`config.mk`:
```
export PLATFORM = sky130hd
export DESIGN_NAME = mdclcg_stream_gen_flat
export DESIGN_NICKNAME = d
export VERILOG_FILES = /design/src/rtl/mdclcg_stream_gen_pkg.sv /design/src/rtl/mdclcg_stream_gen_if.sv /design/src/rtl/mdclcg_stream_gen_lcg_step.sv /design/src/rtl/mdclcg_stream_gen.sv /design/src/flat_wrapper.sv
export SDC_FILE = /design/constraint.sdc
export NUM_CORES = 1
export LEC_CHECK = 0
export CORE_UTILIZATION = 45
export CTS_BUF_LIST = sky130_fd_sc_hd__clkbuf_2 sky130_fd_sc_hd__clkbuf_4 sky130_fd_sc_hd__clkbuf_8
export CTS_CLUSTER_SIZE = 40
export DETAILED_ROUTE_END_ITERATION = 10
export PLACE_DENSITY = 0.69
export SYNTH_ARGS = -nofsm -noshare
export SYNTH_HDL_FRONTEND = slang
export SYNTH_HIERARCHICAL = 1
export SYNTH_SLANG_ARGS = --single-unit
```
`constraint.sdc`:
```
create_clock -name clk -period 3.7 [get_ports clk]
set_input_delay 0.555 -clock clk [delete_from_list [all_inputs] [get_ports clk]]
set_output_delay 0.555 -clock clk [all_outputs]
set_load 0.005 [all_outputs]
```
`src/rtl/mdclcg_stream_gen_pkg.sv`:
```
// mdclcg_stream_gen_pkg: shared state encoding, default LCG constants and a counter-width helper
package mdclcg_stream_gen_pkg;
  typedef enum logic [1:0] {ST_IDLE, ST_WARMUP, ST_RUN} state_e;
  localparam int R1_DEF = 6;
  localparam int R2_DEF = 5;
  localparam int R3_DEF = 4;
  localparam int R4_DEF = 2;
  localparam int B1_DEF = 43;
  localparam int B2_DEF = 19;
  localparam int B3_DEF = 23;
  localparam int B4_DEF = 59;
  localparam int WARMUP_DEF = 8;
  function automatic int cnt_w(input int n);
    return (n <= 2) ? 1 : $clog2(n);
  endfunction
endpackage

```
`src/rtl/mdclcg_stream_gen_if.sv`:
```
// mdclcg_stream_gen_if: seed/config inputs and valid/ready output stream of the generator
// master: generator side (drives out_data/out_valid/busy)
// slave:  seed source / consumer side (drives seeds, seed_load, enable, out_ready)
interface mdclcg_stream_gen_if #(
  parameter int WIDTH = 32,
  parameter int OUT_W = 32
);
  logic             seed_load;
  logic [WIDTH-1:0] seed_x;
  logic [WIDTH-1:0] seed_y;
  logic [WIDTH-1:0] seed_p;
  logic [WIDTH-1:0] seed_q;
  logic             enable;
  logic [OUT_W-1:0] out_data;
  logic             out_valid;
  logic             out_ready;
  logic             busy;
  modport master (
    input  seed_load, seed_x, seed_y, seed_p, seed_q, enable, out_ready,
    output out_data, out_valid, busy
  );
  modport slave (
    output seed_load, seed_x, seed_y, seed_p, seed_q, enable, out_ready,
    input  out_data, out_valid, busy
  );
endinterface

```
`src/rtl/mdclcg_stream_gen_lcg_step.sv`:
```
// mdclcg_lcg_step: one shift-add LCG step, s_o = s_i + (s_i << R) + B mod 2^WIDTH
// s_i: current state, s_o: next state
module mdclcg_lcg_step #(
  parameter int WIDTH = 32,
  parameter int R     = 6,
  parameter int B     = 43
) (
  input  logic [WIDTH-1:0] s_i,
  output logic [WIDTH-1:0] s_o
);
  localparam logic [WIDTH-1:0] INC = WIDTH'(B);
  assign s_o = s_i + ((R >= WIDTH) ? '0 : (s_i << R)) + INC;
endmodule

```
`src/rtl/mdclcg_stream_gen.sv`:
```
// mdclcg_stream_gen: modified dual-CLCG random bit generator packed into OUT_W-bit valid/ready words
// clk/rst: clock and synchronous active-high reset
// bus (master): seed_load + seeds + enable in, out_data/out_valid/busy out, out_ready in
module mdclcg_stream_gen
  import mdclcg_stream_gen_pkg::*;
#(
  parameter int WIDTH  = 32,
  parameter int OUT_W  = 32,
  parameter int R1     = R1_DEF,
  parameter int R2     = R2_DEF,
  parameter int R3     = R3_DEF,
  parameter int R4     = R4_DEF,
  parameter int B1     = B1_DEF,
  parameter int B2     = B2_DEF,
  parameter int B3     = B3_DEF,
  parameter int B4     = B4_DEF,
  parameter int WARMUP = WARMUP_DEF
) (
  input logic                clk,
  input logic                rst,
  mdclcg_stream_gen_if.master bus
);
  localparam int CNT_W = cnt_w(OUT_W);
  localparam int WC_W  = cnt_w(WARMUP + 1);
  state_e           state_q, state_d;
  logic [WIDTH-1:0] x_q, y_q, p_q, q_q, x_d, y_d, p_d, q_d, x_n, y_n, p_n, q_n;
  logic [CNT_W-1:0] cnt_q, cnt_d;
  logic [WC_W-1:0]  wc_q, wc_d;
  logic [OUT_W-1:0] pack_q, pack_d, data_q, data_d, word;
  logic             valid_q, valid_d, z, full, step, adv;
  mdclcg_lcg_step #(.WIDTH(WIDTH), .R(R1), .B(B1)) u_x (.s_i(x_q), .s_o(x_n));
  mdclcg_lcg_step #(.WIDTH(WIDTH), .R(R2), .B(B2)) u_y (.s_i(y_q), .s_o(y_n));
  mdclcg_lcg_step #(.WIDTH(WIDTH), .R(R3), .B(B3)) u_p (.s_i(p_q), .s_o(p_n));
  mdclcg_lcg_step #(.WIDTH(WIDTH), .R(R4), .B(B4)) u_q (.s_i(q_q), .s_o(q_n));
  assign z    = y_q[0] ? (x_q > y_q) : (p_q > q_q);
  assign full = cnt_q == CNT_W'(OUT_W - 1);
  // a full packer may not complete another word while the previous one is still held
  assign step = (state_q == ST_RUN) && bus.enable && !(valid_q && !bus.out_ready && full);
  assign adv  = (state_q == ST_WARMUP) || step;
  assign word = pack_q | (OUT_W'(z) << cnt_q);
  always_comb begin
    state_d = state_q;
    x_d     = adv ? x_n : x_q;
    y_d     = adv ? y_n : y_q;
    p_d     = adv ? p_n : p_q;
    q_d     = adv ? q_n : q_q;
    cnt_d   = cnt_q;
    wc_d    = wc_q;
    pack_d  = pack_q;
    data_d  = data_q;
    valid_d = valid_q && !bus.out_ready;
    if (state_q == ST_WARMUP) begin
      wc_d    = wc_q - 1'b1;
      state_d = (wc_q == WC_W'(1)) ? ST_RUN : ST_WARMUP;
    end
    if (step) begin
      pack_d  = full ? '0 : word;
      cnt_d   = full ? '0 : cnt_q + 1'b1;
      data_d  = full ? word : data_q;
      valid_d = full || valid_d;
    end
    if (bus.seed_load) begin
      x_d     = bus.seed_x;
      y_d     = bus.seed_y;
      p_d     = bus.seed_p;
      q_d     = bus.seed_q;
      cnt_d   = '0;
      pack_d  = '0;
      valid_d = 1'b0;
      wc_d    = WC_W'(WARMUP);
      state_d = (WARMUP == 0) ? ST_RUN : ST_WARMUP;
    end
  end
  always_ff @(posedge clk) begin
    if (rst) begin
      state_q <= ST_IDLE;
      x_q     <= '0;
      y_q     <= '0;
      p_q     <= '0;
      q_q     <= '0;
      cnt_q   <= '0;
      wc_q    <= '0;
      pack_q  <= '0;
      data_q  <= '0;
      valid_q <= 1'b0;
    end else begin
      state_q <= state_d;
      x_q     <= x_d;
      y_q     <= y_d;
      p_q     <= p_d;
      q_q     <= q_d;
      cnt_q   <= cnt_d;
      wc_q    <= wc_d;
      pack_q  <= pack_d;
      data_q  <= data_d;
      valid_q <= valid_d;
    end
  end
  assign bus.out_data  = data_q;
  assign bus.out_valid = valid_q;
  assign bus.busy      = state_q != ST_IDLE;
endmodule

```
`src/flat_wrapper.sv`:
```
// flat-port wrapper written by rule: the top's interface ports become plain ports
module mdclcg_stream_gen_flat import mdclcg_stream_gen_pkg::*;
#(
  parameter int WIDTH  = 32,
  parameter int OUT_W  = 32,
  parameter int R1     = R1_DEF,
  parameter int R2     = R2_DEF,
  parameter int R3     = R3_DEF,
  parameter int R4     = R4_DEF,
  parameter int B1     = B1_DEF,
  parameter int B2     = B2_DEF,
  parameter int B3     = B3_DEF,
  parameter int B4     = B4_DEF,
  parameter int WARMUP = WARMUP_DEF
)
  (clk, rst, bus_seed_load, bus_seed_x, bus_seed_y, bus_seed_p, bus_seed_q, bus_enable, bus_out_ready, bus_out_data, bus_out_valid, bus_busy);
  mdclcg_stream_gen_if #(.WIDTH(WIDTH), .OUT_W(OUT_W)) bus_i ();
  input logic clk;
  input logic rst;
  input wire logic [$bits(bus_i.seed_load)-1:0] bus_seed_load;
  input wire logic [$bits(bus_i.seed_x)-1:0] bus_seed_x;
  input wire logic [$bits(bus_i.seed_y)-1:0] bus_seed_y;
  input wire logic [$bits(bus_i.seed_p)-1:0] bus_seed_p;
  input wire logic [$bits(bus_i.seed_q)-1:0] bus_seed_q;
  input wire logic [$bits(bus_i.enable)-1:0] bus_enable;
  input wire logic [$bits(bus_i.out_ready)-1:0] bus_out_ready;
  output wire logic [$bits(bus_i.out_data)-1:0] bus_out_data;
  output wire logic [$bits(bus_i.out_valid)-1:0] bus_out_valid;
  output wire logic [$bits(bus_i.busy)-1:0] bus_busy;
  assign bus_i.seed_load = bus_seed_load;
  assign bus_i.seed_x = bus_seed_x;
  assign bus_i.seed_y = bus_seed_y;
  assign bus_i.seed_p = bus_seed_p;
  assign bus_i.seed_q = bus_seed_q;
  assign bus_i.enable = bus_enable;
  assign bus_i.out_ready = bus_out_ready;
  assign bus_out_data = bus_i.out_data;
  assign bus_out_valid = bus_i.out_valid;
  assign bus_busy = bus_i.busy;
  mdclcg_stream_gen #(.WIDTH(WIDTH), .OUT_W(OUT_W), .R1(R1), .R2(R2), .R3(R3), .R4(R4), .B1(B1), .B2(B2), .B3(B3), .B4(B4), .WARMUP(WARMUP)) u_core (.clk(clk), .rst(rst), .bus(bus_i));
endmodule
```
# After elaboration in Yosys (flattened, before gate mapping)

Index checks and enable logic that the tools add are counted.

$lt $le $gt $ge: 2
Equality and inequality tests: 4
Add/sub/neg operators: 10
Shift operators: 1
Bitwise logic cells: 1
Reductions and logical operators: 13
Multiplexer cells: 17

Operator list:

| kind                                                                   | number |
|---|---|
| 32-bit 2-to-1 mux                                                      | 9 |
| 32-bit adder                                                           | 4 |
| 32-bit by 5-bit adder with 32-bit output (second input constant)       | 2 |
| 32-bit by 6-bit adder with 32-bit output (second input constant)       | 2 |
| 32-bit greater-than comparator                                         | 2 |
| 32-bit bitwise OR                                                      | 1 |
| 1-bit by 5-bit << shifter with 32-bit output                           | 1 |
| 4-bit 2-to-1 mux                                                       | 2 |
| 2-bit nonzero test                                                     | 3 |
| 5-bit by 1-bit adder with 5-bit output (second input constant)         | 1 |
| 5-bit equality test (second input constant)                            | 1 |
| 5-bit 2-to-1 mux                                                       | 1 |
| 4-bit by 1-bit equality test with 1-bit output (second input constant) | 1 |
| 1-bit logical AND                                                      | 4 |
| 1-bit 2-to-1 mux                                                       | 4 |
| 4-bit by 1-bit subtractor with 4-bit output (second input constant)    | 1 |
| 2-bit by 1-bit equality test with 1-bit output (second input constant) | 1 |
| 2-bit equality test (second input constant)                            | 1 |
| 1-bit zero test                                                        | 2 |
| 1-bit logical OR                                                       | 2 |
| 2-bit 2-to-1 mux                                                       | 1 |
| 2-bit AND reduction                                                    | 1 |
| 2-bit OR reduction                                                     | 1 |

Bits of input ports: 133
Output and inout port bits: 34
Register bits: 204
Logic and storage cells: 60

# Depth between registers and ports, before layout

Gate-level depths: netlist of run 1.

Depth after elaboration: 8
Mapped depth: 13

# Modules after synthesis

The synthesis of run 1 kept the hierarchy.

Modules (own cells, without submodules):

| module                       | cells each | times used | area an instance (um2) |
|---|---|---|---|
| mdclcg_stream_gen            | 1176       | 1          | 10262.3 |
| mdclcg_lcg_step (u_core.u_q) | 304        | 1          | 2284.7 |
| mdclcg_lcg_step (u_core.u_p) | 257        | 1          | 1998.2 |
| mdclcg_lcg_step (u_core.u_x) | 235        | 1          | 1705.4 |
| mdclcg_lcg_step (u_core.u_y) | 222        | 1          | 1607.8 |

# Least setup slack after synthesis of run 1

OpenSTA, ideal clock, no wires.

Path type: register to register
Start: register u_core.p_q[1]
End: register u_core.p_q[28]
Library setup time: 86 ps
Cell stages (with the launch flop): 12
Data required time: 3614 ps
Path slack: 788 ps
Arrival time: 2827 ps
Cells stage by stage: dfxtp_1 ha_1 ha_1 and3b_1 a311o_1 a221o_1 a211oi_2 o21bai_1 o41ai_2 xnor2_1 mux2i_1 a211oi_1

Longest elaborated chain between the ends: 4

Ends and longest elaborated chain:

| what                                     | RTL line                         | RTL |
|---|---|---|
| from (decl)                              | mdclcg_stream_gen.sv:26          | `logic [WIDTH-1:0] x_q, y_q, p_q, q_q, x_d, y_d, p_d, q_d, x_n, y_n, p_n, q_n;` |
| from (signal assigned)                   | mdclcg_stream_gen.sv:90          | `p_q <= p_d;` |
| 32-bit adder                             | mdclcg_stream_gen_lcg_step.sv:12 | `assign s_o = s_i + ((R >= WIDTH) ? '0 : (s_i << R)) + INC;` |
| 32-bit by 5-bit adder with 32-bit output | mdclcg_stream_gen_lcg_step.sv:12 |  |
| via u_core.p_n[28]                       | mdclcg_stream_gen.sv:26          |  |
| 32-bit 2-to-1 mux                        | mdclcg_stream_gen.sv:45          | `p_d = adv ? p_n : p_q;` |
| 32-bit 2-to-1 mux                        | mdclcg_stream_gen.sv:62          | `if (bus.seed_load) begin` |

The timed path passes the listed nets, and every way through them passes these cells. The select of a mux whose other input is x is not followed.
A chain may end at the register's enable or synchronous reset.

# Worst setup path in the final report of run 1

Start: register u_core.y_q[25]
End: register u_core.data_q[2], in the netlist u_core/bus.out_data[2]

Longest elaborated chain between the ends: 4

Ends and longest elaborated chain:

| what                                         | RTL line                | RTL |
|---|---|---|
| from (decl)                                  | mdclcg_stream_gen.sv:26 |  |
| from (signal assigned)                       | mdclcg_stream_gen.sv:89 | `y_q <= y_d;` |
| 32-bit greater-than comparator               | mdclcg_stream_gen.sv:35 | `assign z = y_q[0] ? (x_q > y_q) : (p_q > q_q);` |
| 1-bit 2-to-1 mux                             | mdclcg_stream_gen.sv:35 |  |
| 1-bit by 5-bit << shifter with 32-bit output | mdclcg_stream_gen.sv:40 | `assign word = pack_q \| (OUT_W'(z) << cnt_q);` |
| 32-bit bitwise OR                            | mdclcg_stream_gen.sv:40 |  |
| to (signal assigned)                         | mdclcg_stream_gen.sv:95 | `data_q <= data_d;` |
| to (decl)                                    | mdclcg_stream_gen.sv:29 | `logic [OUT_W-1:0] pack_q, pack_d, data_q, data_d, word;` |

No other way between the ends.

==> summary.txt, run 1 <==
Logic synthesis
  • Largest cells by area after synthesis: dfxtp_1 (23%), ha_1 (17%), mux2i_1 (7.5%), a211oi_1 (6.4%), nor2_1 (6.3%)
  • Cell Area, Synth: about 0.018 sq mm
  • Top FF cell, synth: dfxtp_1
  • Ys async rst share: 0
  • Count of unique library cells instantiated by Yosys: 99
  • Mapped Cells: 2194
  • Most frequent cell after synthesis: nor2_1
  • Top cell type by total area after synthesis: dfxtp_1
  • List of most frequent post-synthesis cells: nor2_1 (298), ha_1 (236), dfxtp_1 (204)
  • Number of flops mapped to enable cells by yosys: 0
  • #FFs+latches synth: 204
  • Synth top area share: 0.229
  • YS warnings: 6
  • Mapped Avg Cell Area: 8.14 sq um
  • Seq/Total Area, Yosys: 0.229
  • Syn Nets: approximately 2600

Timing
  • Final min period: 3.25 ns
  • Final Hold Viols: 0
  • Fin crit share: 0.878
  • Slew Viols, Final: 0
  • Final Skew: between 0.02 and 0.03 ns
  • Max Fclk: 308 MHz
  • Rel. slew slack: 0.346
  • Setup_tns: 0 ns
  • RSZ-0062 raised after global routing: false
  • Final setup viols: 0
  • Slew at the pin closest to its max-slew limit: around 0.98 ns

Clock tree
  • Clk_lat worst skew: between 0.6 and 0.7 ns
  • TritonCTS clock tree: done
  • CTS Buf Count: 40
  • Cts-stage hold buffer count: 0
  • Clk slew on worst S/H paths: 0.06 ns
  • Number of H-tree levels: 2
  • Post-CTS setup buffers: 0
  • Post-CTS Resized: 0
  • Clock root cell: clkbuf_8
  • Clk buf depth: 3
  • Num Clock Sinks: 204

Placed design
  • PortBufs: 166
  • Dpl cells: 2770
  • Routability cong.: ~0.95
  • Post-DP HPWL: 40.0 mm

Worst setup path
  • Crit Path Category: flop to flop
  • R2r setup slk: 0.45 ns
  • R2R depth: 10
  • Crit path cell chain: inv_1, ha_1, nand4_1, or4_1, o21ai_0, a31oi_1, or4_2, buf_12, a311oi_1, nor3_1
  • CP max-delay cell: or4_2
  • Critical Path RT: 4.16 ns
  • CP max FO: 64
  • Reg-to-reg endpoint: u_core/bus.out_data[2]
  • Worst path max stage delay: 0.73 ns
  • CP endpoint kind: flop
  • CP Launch Type: flop
  • WP data arrival: 3.71 ns
  • Launch point of the worst reg-to-reg path: u_core/y_q[25]

Global route
  • First-pass GRT wire length: about 84 mm
  • Total GRT Usage: 0.254
  • Vias in the first global route: about 16000
  • Largest net degree at the start of global routing: about 160
  • Initial antenna violation count: 4
  • GRT overflow: 0

Floorplanning
  • Die ar.: 0.0405 sq mm
  • CORE AREA: slightly below 0.04 sq mm
  • Rows: 72
  • Initial Util: 0.459
  • Die X: 201 um
  • Boundary pin count: 167
  • Die Ht: about 200 um

Pwr
  • Power after layout: 9.39 mW
  • Switch Pwr: 3.73 mW
  • Maximum vdd drop: 0.340 mV
  • Clock power share: 0.289
  • Sequential Power Share: 0.287
  • Comb power frac: 0.424
  • Cell internal pwr: between 5 and 6 mW
  • Switching Share: 0.397
  • Leak Pwr: 9.18 nW
  • Power Dens Cells: 452 mW/mm^2

Finish
  • Fill count: 3703
  • Final core utilization: 0.533
  • Layout cells sized above 1: 0.0706
  • Nets: 2665
  • Non-filler cells in the finished layout: 2845
  • Syn-to-layout area delta: 16.2%

Routing
  • DRT antenna net count: 0
  • Drt first pass iters: 7
  • Vias per cell: 5.90
  • Vias: 16800
  • # DRC: 0
  • WL/cell: 18.5 um
  • Iteration-0 DRC Markers: 1130
  • Final wirelength: 52.5 mm

Hold path
  • Min-Delay Endpoint: u_core/cnt_q[1]
  • Hold Crit Class: input pin to flop
  • Min-delay src: rst
  • Hold path depth: 3

Outcome
  • Outcome: finished, final reports clean

Flow run
  • Max_cap viols: 0
how the worst max path moves through the flow:
stage / start / cells past startpoint / slack (ns) / end
after CTS: u_core/y_q[27] / 10 / 0.43 / u_core/bus.out_data[13]
after global placement: u_core/q_q[5] / 11 / 0.54 / u_core/bus.out_data[3]
final: u_core/y_q[25] / 10 / 0.45 / u_core/bus.out_data[2]
after global routing: u_core/y_q[11] / 10 / 0.24 / u_core/bus.out_data[12]
after floorplan: u_core/p_q[1] / 11 / 0.79 / u_core/p_q[28]
after detailed placement: u_core/y_q[27] / 10 / 0.43 / u_core/bus.out_data[13]
layout make-up:
cell class / count / area (sq um) / share of cell area
multi-input cells: 1748 / 12700 / 0.614
flip-flops and latches: 204 / 4080 / 0.197
repair buffers: 183 / 1890 / 0.0910
clock buffers: 60 / 776 / 0.0374
well taps: 518 / 648 / 0.0312
inverters: 117 / 439 / 0.0212
clock inverters: 12 / 169 / 0.00814
diodes: 3 / 7.51 / 0.000362
worst max-delay path, delay by kind of cell, from the launching register on:
kind                       cells  cell delay, ns
DFF                            1            0.39
and+or+nand+nor                4            1.55
adders and majority gates      1            0.30
buffers and inverters          2            0.28
AOI/OAI and AO/OA              3            0.54
cell families after synthesis:
logic type               count (synthesis)  share of synthesized area
buffers and inverters                  242                     0.0579
flip-flops                             204                      0.229
AND/OR/NAND/NOR                        636                      0.166
XOR/XNOR                               115                     0.0564
multiplexers                           134                     0.0752
AO/OA/AOI/OAI                          625                      0.249
adder cells (fa/ha/maj)                238                      0.168
cell usage in the layout, fill, tap and decap left out, drive strengths merged, types with 7 or more instances in the layout:
cell type,n
o21a,20
nand2b,16
xnor2,70
nor2,299
clkbuf,60
a21o,51
nor4,10
nor3,52
a311oi,13
o21ai,71
and3,17
a211oi,166
or2,8
a41oi,7
o21bai,12
or3,7
nor2b,18
buf,19
ha,236
clkinv,7
and2,7
xor2,45
dfxtp,204
nand2,105
inv,119
a21oi,138
clkdlybuf4s50,164
nand4,34
a221oi,8
a31oi,49
o211ai,20
mux2i,133
nand3,35
state kept, by name, indices dropped and copies added (netlist names):
name and flops:
u_core/q_q 32, u_core/wc_q 4, u_core/cnt_q 5, u_core/bus.out_data 32, u_core/state_q 2, u_core/x_q 32
u_core/y_q 32, u_core/bus.out_valid 1, u_core/pack_q 32, u_core/p_q 32
routing by layer:
metal,share of wire,up-vias,GRT usage
met1,0.44,7856,0.326
li1,-,8312,-
met4,0.038,2,0.110
met5,0.00025,-,0
met2,0.46,515,0.421
met3,0.056,108,0.0390
power by group through the flow:
stage	Sequential [mW]	Clock [mW]	Combinational (mW)
2_1_floorplan	2.61	0	3.05
3_3_place_gp	2.73	0	3.82
3_5_place_dp	2.74	0	3.91
4_1_cts	2.69	2.76	3.94
5_1_grt	2.72	2.86	4.39
6_report	2.70	2.71	3.98
stage by stage:
| stage | setup slack (ns) | area [sq um] | hold WS (ns) |
|---|---|---|---|
| after floorplan | 0.788 | 17900 | 0.437 |
| after global placement | 0.542 | 19800 | 0.448 |
| after detailed placement | 0.425 | 19800 | 0.456 |
| after CTS | 0.431 | 20800 | 0.326 |
| after global routing | 0.238 | 20800 | 0.362 |
| final | 0.451 | 20800 | 0.368 |
No activity file was read; power rests on OpenSTA's default activity.
==> run 2: changes to the inputs <==
==> constraint.sdc (replaced) <==
create_clock -name clk -period 3.7 [get_ports clk]
set_input_delay 0.555 -clock clk [delete_from_list [all_inputs] [get_ports clk]]
set_output_delay 0.555 -clock clk [all_outputs]
set_load 0.02 [all_outputs]
==> results of run 2 <==
The final DEF is identical to that of run 1. Status: finished, final reports clean.
